## src/rtl/factorial_pkg.sv

```systemverilog
// rtl/factorial_pkg.sv - shared constants and FSM encoding for the factorial job path
package factorial_pkg;

  // Default operand/result width shared with factorial_top
  localparam int FACT_SIZE  = 8;
  // Largest n whose factorial fits in FACT_SIZE bits (5! = 120)
  localparam int FACT_MAX_N = 5;
  // Default request FIFO depth
  localparam int FACT_DEPTH = 4;

  typedef enum logic [1:0] {
    ST_IDLE    = 2'd0,
    ST_ISSUE   = 2'd1,
    ST_RELEASE = 2'd2,
    ST_OUT     = 2'd3
  } seq_state_t;

endpackage

```

## src/rtl/factorial_req_fifo.sv

```systemverilog
// rtl/factorial_req_fifo.sv - synchronous DEPTH x SIZE request FIFO with occupancy count
module factorial_req_fifo
  import factorial_pkg::*;
#(
  parameter int SIZE  = FACT_SIZE,
  parameter int DEPTH = FACT_DEPTH,
  localparam int AW   = $clog2(DEPTH),
  localparam int CW   = AW + 1
) (
  input  logic            i_clk,
  input  logic            i_rst,
  input  logic            i_push,
  input  logic [SIZE-1:0] i_data,
  input  logic            i_pop,
  output logic [SIZE-1:0] o_data,
  output logic            o_full,
  output logic            o_empty,
  output logic [CW-1:0]   o_count
);

  logic [SIZE-1:0] r_mem [DEPTH];
  logic [AW-1:0]   r_wr_ptr;
  logic [AW-1:0]   r_rd_ptr;
  logic [CW-1:0]   r_count;
  logic            w_do_push;
  logic            w_do_pop;

  // Full/empty come from the registered count, so a same-cycle pop never frees a slot early
  assign o_full    = (r_count == CW'(DEPTH));
  assign o_empty   = (r_count == '0);
  assign o_count   = r_count;
  assign o_data    = r_mem[r_rd_ptr];
  assign w_do_push = i_push && !o_full;
  assign w_do_pop  = i_pop && !o_empty;

  // Storage array; contents need no reset because the count gates every read
  always_ff @(posedge i_clk) begin
    if (w_do_push) begin
      r_mem[r_wr_ptr] <= i_data;
    end
  end

  // Pointers wrap naturally since DEPTH is a power of two; count holds on push+pop
  always_ff @(posedge i_clk) begin
    if (i_rst) begin
      r_wr_ptr <= '0;
      r_rd_ptr <= '0;
      r_count  <= '0;
    end else begin
      if (w_do_push) r_wr_ptr <= r_wr_ptr + AW'(1);
      if (w_do_pop)  r_rd_ptr <= r_rd_ptr + AW'(1);
      case ({w_do_push, w_do_pop})
        2'b10:   r_count <= r_count + CW'(1);
        2'b01:   r_count <= r_count - CW'(1);
        default: r_count <= r_count;
      endcase
    end
  end

endmodule

```

## src/rtl/factorial_job_sequencer.sv

```systemverilog
// rtl/factorial_job_sequencer.sv - queues n operands and drives factorial_top one job at a time
module factorial_job_sequencer
  import factorial_pkg::*;
#(
  parameter int SIZE  = FACT_SIZE,
  parameter int DEPTH = FACT_DEPTH,
  parameter int MAX_N = FACT_MAX_N,
  localparam int CW   = $clog2(DEPTH) + 1
) (
  input  logic            i_clk,
  input  logic            i_rst,
  input  logic            i_in_valid,
  output logic            o_in_ready,
  input  logic [SIZE-1:0] i_in_n,
  output logic            o_core_go,
  output logic [SIZE-1:0] o_core_n,
  input  logic            i_core_done,
  input  logic [SIZE-1:0] i_core_result,
  output logic            o_out_valid,
  input  logic            i_out_ready,
  output logic [SIZE-1:0] o_out_result,
  output logic            o_out_err,
  output logic [CW-1:0]   o_fifo_count
);

  localparam logic [SIZE-1:0] LP_MAX_N = SIZE'(MAX_N);

  seq_state_t      r_state;
  seq_state_t      w_state_nxt;
  logic            r_core_go;
  logic [SIZE-1:0] r_core_n;
  logic [SIZE-1:0] r_out_result;
  logic            r_out_err;
  logic            w_go_nxt;
  logic [SIZE-1:0] w_n_nxt;
  logic [SIZE-1:0] w_result_nxt;
  logic            w_err_nxt;
  logic            w_pop;
  logic            w_fifo_full;
  logic            w_fifo_empty;
  logic [SIZE-1:0] w_head;

  factorial_req_fifo #(
    .SIZE  (SIZE),
    .DEPTH (DEPTH)
  ) u_req_fifo (
    .i_clk   (i_clk),
    .i_rst   (i_rst),
    .i_push  (i_in_valid),
    .i_data  (i_in_n),
    .i_pop   (w_pop),
    .o_data  (w_head),
    .o_full  (w_fifo_full),
    .o_empty (w_fifo_empty),
    .o_count (o_fifo_count)
  );

  assign o_in_ready   = !w_fifo_full;
  assign o_core_go    = r_core_go;
  assign o_core_n     = r_core_n;
  assign o_out_valid  = (r_state == ST_OUT);
  assign o_out_result = r_out_result;
  assign o_out_err    = r_out_err;

  // State and handshake registers; reset abandons any job in flight
  always_ff @(posedge i_clk) begin
    if (i_rst) begin
      r_state      <= ST_IDLE;
      r_core_go    <= 1'b0;
      r_core_n     <= '0;
      r_out_result <= '0;
      r_out_err    <= 1'b0;
    end else begin
      r_state      <= w_state_nxt;
      r_core_go    <= w_go_nxt;
      r_core_n     <= w_n_nxt;
      r_out_result <= w_result_nxt;
      r_out_err    <= w_err_nxt;
    end
  end

  // Job sequencing: pop only while core_done is low so a stale done from an abandoned job is never taken
  always_comb begin
    w_state_nxt  = r_state;
    w_go_nxt     = r_core_go;
    w_n_nxt      = r_core_n;
    w_result_nxt = r_out_result;
    w_err_nxt    = r_out_err;
    w_pop        = 1'b0;
    case (r_state)
      ST_IDLE: begin
        if (!w_fifo_empty && !i_core_done) begin
          w_pop = 1'b1;
          if (w_head > LP_MAX_N) begin
            w_result_nxt = '0;
            w_err_nxt    = 1'b1;
            w_state_nxt  = ST_OUT;
          end else begin
            w_n_nxt     = w_head;
            w_go_nxt    = 1'b1;
            w_state_nxt = ST_ISSUE;
          end
        end
      end
      ST_ISSUE: begin
        if (i_core_done) begin
          w_result_nxt = i_core_result;
          w_err_nxt    = 1'b0;
          w_go_nxt     = 1'b0;
          w_state_nxt  = ST_RELEASE;
        end
      end
      ST_RELEASE: begin
        if (!i_core_done) begin
          w_state_nxt = ST_OUT;
        end
      end
      ST_OUT: begin
        if (i_out_ready) begin
          w_state_nxt = ST_IDLE;
        end
      end
      default: w_state_nxt = ST_IDLE;
    endcase
  end

endmodule

```

## config.mk

```make
export PLATFORM = sky130hd
export DESIGN_NAME = factorial_job_sequencer
export DESIGN_NICKNAME = d
export VERILOG_FILES = /design/src/rtl/factorial_pkg.sv /design/src/rtl/factorial_req_fifo.sv /design/src/rtl/factorial_job_sequencer.sv
export SDC_FILE = /design/constraint.sdc
export NUM_CORES = 1
export LEC_CHECK = 0
export CORE_ASPECT_RATIO = 1.75
export CORE_MARGIN = 8
export CORE_UTILIZATION = 60
export CTS_CLUSTER_DIAMETER = 60
export CTS_CLUSTER_SIZE = 14
export DETAILED_ROUTE_END_ITERATION = 6
export DONT_BUFFER_PORTS = 1
export HOLD_SLACK_MARGIN = 0.15
export PLACE_DENSITY = 0.76
export SKIP_CTS_REPAIR_TIMING = 1
export SLEW_MARGIN = 20
export SYNTH_ARGS = -nofsm -noshare
export SYNTH_HDL_FRONTEND = slang
export SYNTH_SLANG_ARGS = --single-unit
```

## constraint.sdc

```tcl
create_clock -name i_clk -period 3.4 [get_ports i_clk]
set_clock_uncertainty 0.05 [all_clocks]
set_input_delay 0.68 -clock i_clk [delete_from_list [all_inputs] [get_ports i_clk]]
set_output_delay 0.68 -clock i_clk [all_outputs]
set_load 0.05 [all_outputs]
```

### Word-level counts from Yosys, hierarchy flattened

Memory sizes are Yosys's and may differ from the RTL's. A register that Yosys moved wholly into a read port is not among the register bits.
Cells that the tools add are included.

* bitwise logic cells: 1
* $lt $le $gt $ge: 1
* mux-type cells: 24
* $add $sub $neg: 4
* reduce and logical (&&, ||, !) cells: 14
* equality and inequality tests: 12

Operators by type and width (number)
* two-way mux 8 bit: 3
* one-hot mux 8 bit (2 select lines): 1
* two-way mux 2 bit: 7
* AND reduction 4 bit: 3
* != test 2 bit (second input constant): 5
* two-way mux 1 bit: 9
* greater-than comparator 8 x 3 -> 1 bit (second input constant): 1
* one-hot mux 2 bit (4 select lines): 1
* == test 2 bit (second input constant): 3
* one-hot mux 3 bit (2 select lines): 1
* adder 2 x 1 -> 2 bit (second input constant): 2
* == test 2 x 1 -> 1 bit (second input constant): 2
* one-hot mux 1 bit (2 select lines): 2
* nonzero test 2 bit: 2
* adder 3 x 1 -> 3 bit (second input constant): 1
* == test 3 bit (second input constant): 1
* logical AND 1 bit: 3
* zero test 1 bit: 3
* zero test 3 bit: 1
* AND reduction 3 bit: 1
* subtractor 3 x 1 -> 3 bit (second input constant): 1
* zero test 2 bit: 1
* != test 2 x 1 -> 1 bit (second input constant): 1
* inverter 1 bit: 1

* logic and storage cells: 65
* memories: 1
* input port bits: 21
* bits in registers: 27
* bits in writable memories: 32
* output and inout bits: 23

Memories
* u_req_fifo.r_mem: depth 4, bits a word 8, rd ports 1, clocked after Yosys merged registers in 1, write ports 1, RTL line factorial_req_fifo.sv:21 `logic [SIZE-1:0] r_mem [DEPTH];`

### Logic depth before layout (Yosys ltp)

* word-level depth: 8
* gate-level depth with buffers: 11
* gate-level depth less buffers: 11

### Cells and area by module

A second synthesis with hierarchy kept.

* cell total of the unflattened synthesis: 177
* area total of the unflattened synthesis: 2551.2 µm²

By module, submodules not included
* factorial_req_fifo: area each 1635.3 µm², cells each 96, sequential area each 1141.1 µm², times used 1
* factorial_job_sequencer: area each 915.9 µm², cells each 81, sequential area each 400.4 µm², times used 1

### Worst setup path after synthesis

Ideal clock, no wire load.

* path type: flip-flop to flip-flop
* start point: reg u_req_fifo.r_count[2], in the netlist u_req_fifo.o_count[2]
* end point: reg u_req_fifo.r_count[2], in the netlist u_req_fifo.o_count[2]
* slack: 0.416 ns
* library setup time: 0.071 ns
* buffers on the path: 0
* period minus slack after synthesis: 2.984 ns
* cell stages (with the launch flop): 10
* arrival time: 2.863 ns
* data required time: 3.279 ns
* cells stage by stage: dfxtp_1 -> nand3_1 -> and2_1 -> inv_1 -> ha_1 -> inv_1 -> fa_1 -> xor2_1 -> or3_1 -> a21oi_1

* elaborated cells between the ends (all ways): 15
* classes of those cells: add/sub (2); eq/ne (3); mux (3); reduce/logical (7)

RTL lines
* start: declaration: RTL line factorial_req_fifo.sv:24 `logic [CW-1:0] r_count;`
* start signal: assignment: RTL line factorial_req_fifo.sv:53 `2'b10: r_count <= r_count + CW'(1);`
* start signal: assignment: RTL line factorial_req_fifo.sv:54 `2'b01: r_count <= r_count - CW'(1);`
* start signal: assignment: RTL line factorial_req_fifo.sv:55 `default: r_count <= r_count;`
* == test 3 bit (*): RTL line factorial_req_fifo.sv:29 `assign o_full = (r_count == CW'(DEPTH));`
* zero test 1 bit (*)
* net o_in_ready: RTL line factorial_job_sequencer.sv:13 `output logic o_in_ready,`
* logical AND 1 bit (*): RTL line factorial_req_fifo.sv:33 `assign w_do_push = i_push && !o_full;`
* == test 2 x 1 -> 1 bit / == test 2 bit (equally long branches): RTL line factorial_req_fifo.sv:52 `case ({w_do_push, w_do_pop})`
* one-hot mux 3 bit (2 select lines) / nonzero test 2 bit (equally long branches)

Mark *: on every way through the listed nets, which the timed path passes. The rest lies on a longest branch.
A chain may end at the register's enable or synchronous reset.

### Worst setup path after layout

* start point: reg u_req_fifo.r_count[2], in the netlist u_req_fifo.o_count[2]
* end point: reg u_req_fifo.r_count[2], in the netlist u_req_fifo.o_count[2]

* cells in the longest elaborated chain, start to end: 8
* elaborated cells between the ends (all ways): 15
* classes of those cells: add/sub (2); eq/ne (3); mux (3); reduce/logical (7)

Ends and longest elaborated chain
* zero test 3 bit (*): RTL line factorial_req_fifo.sv:30 `assign o_empty = (r_count == '0);`
* zero test 1 bit (*): RTL line factorial_req_fifo.sv:34, factorial_job_sequencer.sv:92
* logical AND 1 bit: RTL line factorial_job_sequencer.sv:92 `if (!w_fifo_empty && !i_core_done) begin`
* two-way mux 1 bit: RTL line factorial_job_sequencer.sv:92
* two-way mux 1 bit: RTL line factorial_job_sequencer.sv:90 `case (r_state)`
* logical AND 1 bit (*): RTL line factorial_req_fifo.sv:34 `assign w_do_pop = i_pop && !o_empty;`
* net u_req_fifo.w_do_pop: RTL line factorial_req_fifo.sv:26 `logic w_do_pop;`
* == test 2 x 1 -> 1 bit / == test 2 bit (equally long branches): RTL line factorial_req_fifo.sv:52
* one-hot mux 3 bit (2 select lines) / nonzero test 2 bit (equally long branches)

Marks and branches as above.

==> impl_metrics.tcl <==
set metrics [dict create \
    status "complete, no violations" \
    path_class "flop to flop" \
    hold_path_class "input port to flop" \
    io_pins 44 \
    fmax_mhz 362.5 \
    grt_setup_unrepaired "no" \
    cts.clk_slew.worst_paths_ns 0.06 \
    max_cap_viol_count 0 \
    tns_ns 0 \
    start_util_pct 61.78 \
    setup_viol 0 \
    postRouteAntennaNets 0 \
    ys_seq_elements 61 \
    end_kind "flop" \
    vias 1534 \
    syn_nets 231 \
    finalMaxSlewViolations 0 \
    whs_endpoint "o_out_err$_SDFFE_PP0P_" \
    post-route-period-util_pct 81.13 \
    post-place-cells 242 \
    worst_slew_pin_slew_ns 0.6790 \
    final_util_pct 67.38 \
    hold_viol_final 0 \
    htreeDepth 3 \
    hold_path_startpoint "i_rst" \
    rr_startpoint "u_req_fifo.o_count[2]$_SDFFE_PP0P_" \
    n_antenna_cell 0 \
    cp.arrival_ns 2.96 \
    coreArea_um2 4111 \
    synth-xor-area-share_pct 1.724 \
    synthCells 199 \
    ir_drop_uv 449.1 \
    routabilityCongestion 0.7803 \
    yosysSeqAreaShare_pct 60.69 \
    synthSimpleGateAreaFrac_pct 12.91 \
    grt_pass1_vias 1571 \
    final_layout_size_suffix_gt1_share_pct 11.96 \
    p_per_area_nw_per_um2 767.3 \
    cp.required_ns 3.61 \
    die_area_um2 6653 \
    yosysMostFrequentCell "edfxtp_1" \
    grt_overflow 0 \
    grt_usage_pct 14.82 \
    rrSetupSlack_ns 0.64 \
    synth_mux_area_share_pct 3.990 \
    clockBufferDepth 2 \
    grt_max_degree 33 \
    hpwlAfterDp_mm 3.390 \
    clock_sinks 61 \
    relSlewSlack_pct 54.59 \
    first_pass_iters 4 \
    ys_types 41 \
    hold_depth 1 \
    avgRoutedWirePerCell_um 18.05 \
    syn_avg_cell_area_um2 12.76 \
    yosys_most_used_dff "edfxtp_1" \
    grt_antenna_before_repair 0 \
    die-width_um 65.19 \
    synth.largest_area_cell "edfxtp_1" \
    netlist_top_cells_count "32 x edfxtp_1, 29 x dfxtp_1, 14 x inv_1, 13 x nand2_1, 12 x nor2_1" \
    synth-edff-count 32 \
    synth-compound-area-share_pct 10.99 \
    grt_pass1_wl_mm 7.383 \
    synth_top_family_by_area "simple AND/OR/NAND/NOR gates" \
    dieHeight_um 102.1 \
    wirelength_mm 4.658 \
    drt_iter0_drc 111 \
    cts_root_buf "clkbuf_8" \
    p_leak_nw 1.000 \
    clock_latency_ns 0.33 \
    port_buffers 0 \
    r2r_end "u_req_fifo.o_count[2]$_SDFFE_PP0P_" \
    async_reset_ff_share_pct 0 \
    drc_errors 0 \
    start_kind "flop" \
    nets 236 \
    stdcell_count 258 \
    area_delta_synth_final_pct 9.064 \
    synthAdderAreaFrac_pct 5.714 \
    netlist_area_um2 2540 \
    critPathMaxFanout 5 \
    period_needed_ns 2.758 \
    vias_per_cell 5.946 \
    cts_inserted_buffers 9 \
    ys_warn_count 0 \
    rows 31 \
    r2r.worst_path.cells 9 \
    yosysTopAreaCellShare_pct 37.83 \
    cts_tree "done" \
    synthTopCellsByArea "edfxtp_1 38%, dfxtp_1 23%, ha_1 4.9%" \
]
## sequential cells by signal, indices dropped and copies added, names as in the netlist, named ones only
name	count
u_req_fifo.r_wr_ptr	2
u_req_fifo.r_mem	32
o_core_go	1
r_state	2
o_out_err	1
u_req_fifo.r_rd_ptr	2
o_out_result	8
u_req_fifo.o_count	3
o_core_n	8
## per-layer routing
metal	GRT usage, %	part of all wire, %
met5	0	0
met4	10.98	3.1
met3	6.367	9.4
met2	25.36	52
met1	13.40	35
## where the power goes
group	internal [W]	total [W]	switching, W	leakage, nW
combinational	0.000164	0.000426	0.000262	0.362
sequential	0.000870	0.00104	0.000170	0.529
clock	0.000398	0.000660	0.000262	0.109
total	0.00143	0.00213	0.000694	1.00
## cells in the final DEF (no fill, tap or decap), types with 3 or more instances in the layout
| cell type | n |
|---|---|
| nand2_1 | 13 |
| o21ai_1 | 6 |
| ha_1 | 10 |
| and2b_1 | 6 |
| clkbuf_8 | 10 |
| edfxtp_1 | 32 |
| and2_1 | 6 |
| and3_1 | 4 |
| mux2i_1 | 3 |
| o41ai_1 | 8 |
| dfxtp_1 | 29 |
| a21oi_1 | 7 |
| nor3_1 | 4 |
| xor2_1 | 3 |
| inv_1 | 14 |
| nor2_1 | 12 |
## layout make-up
class                   instances  area, µm²
flip-flops and latches         61       1541
fillers                       320       1341
multi-input cells             117      897.1
clock buffers                  12      166.4
well taps                      49      61.31
inverters                      14      52.55
clock inverters                 4      43.79
repair buffers                  1      7.507
## per-stage QoR
stage | area (µm²) | worst slack (ns) | power, W | hold slack, ns
after floorplan | 2540 | 0.4164 | 0.001401 | 0.4147
after global placement | 2560 | 0.7565 | 0.001452 | 0.4204
after detailed placement | 2560 | 0.6670 | 0.001485 | 0.4457
after CTS | 2770 | 0.6492 | 0.002146 | 0.3449
after global routing | 2770 | 0.5297 | 0.002234 | 0.3401
final | 2770 | 0.6417 | 0.002126 | 0.3646
## worst max-delay path, cell delays in order (launching register included)
cell and delay, ns:
dfxtp_1 0.70, nor3_1 0.16, or3_4 0.40, inv_1 0.13, ha_1 0.19, inv_1 0.06, fa_1 0.37, xor2_1 0.16
or3_1 0.31, a21oi_1 0.16
## kinds of logic after synthesis
logic type / after synthesis
multiplexers: 6
XOR/XNOR: 5
AO/OA/AOI/OAI: 35
adder cells (fa/ha/maj): 11
AND/OR/NAND/NOR: 60
buffers and inverters: 21
flip-flops: 61
## how the worst max path moves through the flow
| stage | to | start | slack [ns] |
|---|---|---|---|
| 3_3_place_gp | u_req_fifo.o_count[2]$_SDFFE_PP0P_ | u_req_fifo.o_count[1]$_SDFFE_PP0P_ | 0.76 |
| 4_1_cts | u_req_fifo.o_count[2]$_SDFFE_PP0P_ | u_req_fifo.o_count[2]$_SDFFE_PP0P_ | 0.65 |
| 3_5_place_dp | u_req_fifo.o_count[2]$_SDFFE_PP0P_ | u_req_fifo.o_count[2]$_SDFFE_PP0P_ | 0.67 |
| 5_1_grt | u_req_fifo.o_count[2]$_SDFFE_PP0P_ | u_req_fifo.o_count[2]$_SDFFE_PP0P_ | 0.53 |
| 2_1_floorplan | u_req_fifo.o_count[2]$_SDFFE_PP0P_ | u_req_fifo.o_count[2]$_SDFFE_PP0P_ | 0.42 |
| 6_report | u_req_fifo.o_count[2]$_SDFFE_PP0P_ | u_req_fifo.o_count[2]$_SDFFE_PP0P_ | 0.64 |
(Power assumes the default switching activity.)
